--- src/rtl/sync_updown_counter.sv ---
// Parametrised up-wrap / down-wrap / bounce counter with programmable limits,
// parallel load, a registered wrap/turn pulse and combinational limit flags.
module sync_updown_counter #(
  parameter int WIDTH = 4
) (
  input  logic             clock,
  input  logic             clear,
  input  logic             enable,
  input  logic [1:0]       mode,
  input  logic [WIDTH-1:0] limit_lo,
  input  logic [WIDTH-1:0] limit_hi,
  input  logic             load,
  input  logic [WIDTH-1:0] load_value,
  output logic [WIDTH-1:0] count,
  output logic             dir,
  output logic             wrap,
  output logic             at_lo,
  output logic             at_hi
);

  typedef enum logic [1:0] {
    MODE_UP     = 2'b00,
    MODE_DOWN   = 2'b01,
    MODE_BOUNCE = 2'b10,
    MODE_HOLD   = 2'b11
  } mode_t;

  logic [WIDTH-1:0] count_next;
  logic             dir_next;
  logic             wrap_next;
  mode_t            mode_sel;

  assign mode_sel = mode_t'(mode);

  // Next-state selection; load beats enable, and empty ranges park on limit_lo.
  always_comb begin
    count_next = count;
    dir_next   = dir;
    wrap_next  = 1'b0;
    if (load) begin
      count_next = load_value;
    end else if (enable && (mode_sel != MODE_HOLD)) begin
      if (limit_hi <= limit_lo) begin
        count_next = limit_lo;
      end else begin
        case (mode_sel)
          MODE_UP: begin
            dir_next = 1'b1;
            if (count >= limit_hi) begin
              count_next = limit_lo;
              wrap_next  = (count == limit_hi);
            end else begin
              count_next = count + 1'b1;
            end
          end
          MODE_DOWN: begin
            dir_next = 1'b0;
            if (count <= limit_lo) begin
              count_next = limit_hi;
              wrap_next  = (count == limit_lo);
            end else begin
              count_next = count - 1'b1;
            end
          end
          MODE_BOUNCE: begin
            // Turning at an endpoint steps away immediately so it is never repeated.
            if (dir) begin
              if (count == limit_hi) begin
                count_next = count - 1'b1;
                dir_next   = 1'b0;
                wrap_next  = 1'b1;
              end else if (count > limit_hi) begin
                count_next = limit_hi;
                dir_next   = 1'b0;
              end else if (count < limit_lo) begin
                count_next = limit_lo;
                dir_next   = 1'b1;
              end else begin
                count_next = count + 1'b1;
              end
            end else begin
              if (count == limit_lo) begin
                count_next = count + 1'b1;
                dir_next   = 1'b1;
                wrap_next  = 1'b1;
              end else if (count < limit_lo) begin
                count_next = limit_lo;
                dir_next   = 1'b1;
              end else if (count > limit_hi) begin
                count_next = limit_hi;
                dir_next   = 1'b0;
              end else begin
                count_next = count - 1'b1;
              end
            end
          end
          default: begin
            count_next = count;
          end
        endcase
      end
    end
  end

  always_ff @(posedge clock or posedge clear) begin
    if (clear) begin
      count <= '0;
      dir   <= 1'b1;
      wrap  <= 1'b0;
    end else begin
      count <= count_next;
      dir   <= dir_next;
      wrap  <= wrap_next;
    end
  end

  assign at_lo = (count == limit_lo);
  assign at_hi = (count == limit_hi);

endmodule

--- config.mk ---
export PLATFORM = sky130hd
export DESIGN_NAME = sync_updown_counter
export DESIGN_NICKNAME = d
export VERILOG_FILES = /design/src/rtl/sync_updown_counter.sv
export SDC_FILE = /design/constraint.sdc
export NUM_CORES = 1
export LEC_CHECK = 0
export BUFFER_PORTS_ARGS = -buffer_cell sky130_fd_sc_hd__buf_2
export CORE_MARGIN = 2
export CORE_UTILIZATION = 50
export CTS_CLUSTER_SIZE = 24
export DETAILED_ROUTE_END_ITERATION = 10
export GPL_ROUTABILITY_DRIVEN = 1
export PLACE_DENSITY = 0.74
export SLEW_MARGIN = 20
export SYNTH_ARGS = -nofsm -noshare
export SYNTH_HDL_FRONTEND = slang
export SYNTH_SLANG_ARGS = --single-unit
export TNS_END_PERCENT = 10
--- constraint.sdc ---
create_clock -name clock -period 2.4 [get_ports clock]
set_input_delay 0.48 -clock clock [delete_from_list [all_inputs] [get_ports clock]]
set_output_delay 0.48 -clock clock [all_outputs]
set_load 0.01 [all_outputs]
==> flow_summary.toml <==
[clock_tree]
path_clk_slew_ps = 50
post_cts_buffers = 0
cts_buffers = 3
root_buffer = "clkbuf_4"
clkLatencyLatePin_ps = 250
cts.path.max_buffers = 2
cts_sinks = 6
cts_tree = "done"
ctsHoldBuffers = 0
htreeDepth = 1

[final_layout]
post-route-util_pct = 68.7
n_fill_cell = 218
drive_gt1_share_pct = 31.6
n_antenna_cell = 0
seq_area_um2 = 151
nets = 266
multi_input_area_um2 = 1080
area.growth.synth_to_final_pct = 30.4
stdcell_count = 258

[global_route]
grt_overflow = 0
antenna_found_initial = 0
grt_pass1_vias = 1553
grt_pass1_wl_um = 6860
grtUsageTotal_pct = 31.7
grt_max_degree = 18

[timing]
period_share_pct = 98.0
period_minus_slack_ps = 2350
tns_ps = 0
setup_ws_ps = 48.9
setup_viol_count_final = 0
timing.fmax_mhz = 425
rsz0062_at_grt = "true"
hold_violations = 0
tightest_slew_ps = 413
max_slew_margin_pct = 71.8
drv_slew = 0
skew_ps = 13.2

[floorplanning]
io_pins = 26
chipWidth_um = 55.1
coreArea_um2 = 2480
fp-row-count = 18
die_area_um2 = 3030
initial_utilization_pct = 52.7
die_height_um = 55.1

[critical_path]
critPathMaxFanout = 6
crit_path_start_kind = "flop"
reg2reg_depth = 8
regToRegSetupSlack_ps = 50
r2r_start = "count[3]"
arrival_ps = 2540
required_ps = 2590
path_class = "reg -> reg"
end_kind = "flop"
worstReg2RegEnd = "count[0]"

[routing]
num_vias = 1625
ant_nets = 0
wl_per_cell_um = 16.7
met2_length_um = 2030
wl_met1_um = 1750
routed_wl_um = 4310
drc = 0
first_pass_iters = 4
drt_iter0_drc = 76
wl_met3_um = 347
viasPerCell = 6.30
dr.max_layer_used = "met4"

[power_and_ir_drop]
p_total_mw = 0.947
p_leak_nw = 0.838
p_per_area_nw_per_um2 = 556
peakVddDrop_v = 0.000767

[place]
place_inst = 254
place_congestion = 0.943
place_hpwl_um = 3580
portBuffers = 25
place_ws_ps = -107

[job]
maxCapViolCount = 0

[logic_synthesis]
synth_seq_cells = 6
synth_top_area_cell = "ha_1"
yosysSeqAreaShare_pct = 11.6
syn_area_per_cell_um2 = 7.41
synth.top_cell.area_share_pct = 18.2
synth.area.top_cells = "ha_1 18%, dfrtp_1 9.6%, inv_1 4.9%"
synth.most_common_cell = "ha_1"
synth_cell_types = 54
synth_edf_count = 0
ys_warn_count = 0
syn_inst = 176
async_reset_ff_share_pct = 100
yosys-top-cells-count = "19 x ha_1, 17 x inv_1, 16 x nand2_1"
synth_top_flop_cell = "dfrtp_1"
syn_area_um2 = 1310
synth_nets = 213

[run_status]
outcome = "finished, final reports clean"

[hold_path]
min-delay-path-class = "in -> async"
-- stage by stage --
step / hold WS, ps / area [um2]
after detailed placement: 400 / 1670
after global routing: 141 / 1700
after CTS: 128 / 1700
after floorplan: 270 / 1320
final: 128 / 1700
after global placement: 399 / 1670
-- cells by family after synthesis --
group,synth area share (%)
buffers and inverters,6.81
multiplexers,4.31
XOR/XNOR,2.68
adder cells (fa/ha/maj),18.2
flip-flops,11.6
AO/OA/AOI/OAI,32.8
AND/OR/NAND/NOR,23.6
-- worst max-delay path, stage by stage, from the launching register on --
cell,delay [ps]
dfrtp_1,480
ha_1,400
a21oi_1,80
buf_4,160
a21oi_4,160
mux2_4,320
a2111o_1,440
o211ai_2,100
a221o_1,170
-- cell type report --
cell class	count	area share, %
flip-flops and latches	6	8.90
well taps	30	2.21
clock buffers	4	1.54
inverters	18	4.26
repair buffers	53	19.7
multi-input cells	147	63.4
-- per-layer routing --
metal,vias up,track usage [%]
met3,20,7.80
met2,80,53.6
met1,761,37.7
li1,764,-
met4,0,13.8
met5,-,0
-- repair_timing --
action	4_1_cts	5_1_grt
resized for setup	0	3
hold endpoints to repair	0	0
endpoints found under the setup margin	0	4
-- cells in the final DEF, fill, tap and decap left out, types with 2 or more instances in the layout --
| master | Yosys | layout |
|---|---|---|
| mux2i_1 | 3 | 3 |
| o31ai_1 | 4 | 4 |
| nor3_1 | 5 | 4 |
| inv_1 | 17 | 16 |
| nand3_1 | 6 | 6 |
| or3_1 | 2 | 2 |
| and2_1 | 3 | 2 |
| nor2b_1 | 3 | 3 |
| and3_1 | 2 | 2 |
| buf_2 | 1 | 25 |
| clkbuf_4 | 0 | 3 |
| a21oi_1 | 10 | 10 |
| buf_4 | 0 | 28 |
| o211ai_2 | 3 | 3 |
| a211oi_1 | 4 | 4 |
| nor2_1 | 15 | 15 |
| nand2_1 | 16 | 16 |
| o21ai_0 | 11 | 11 |
| o22ai_1 | 2 | 2 |
| ha_1 | 19 | 19 |
| a221o_1 | 2 | 2 |
| xor2_1 | 4 | 4 |
| dfrtp_1 | 5 | 5 |
| a221oi_1 | 4 | 4 |
-- sequential cells by signal, indices dropped and copies added, names as in the netlist --
name,cells
wrap,1
count,4
dir,1
-- how the worst max path moves through the flow --
stage / from / endpoint / slack, ps / cells after the start
6_report: count[3] / count[0] / 50 / 8
5_1_grt: count[3] / count[2] / -30 / 8
4_1_cts: count[3] / count[0] / 40 / 9
3_5_place_dp: limit_hi[1] / count[0] / -110 / 10
3_3_place_gp: limit_hi[1] / count[0] / -50 / 10
2_1_floorplan: count[0] / count[0] / 40 / 10
-- where the power goes --
part / total (mW) / switching, mW / internal [mW]
logic: 0.669 / 0.369 / 0.300
clock network: 0.100 / 0.0374 / 0.0630
registers: 0.177 / 0.0526 / 0.125
Note: power is estimated with default switching activity, not from simulation.
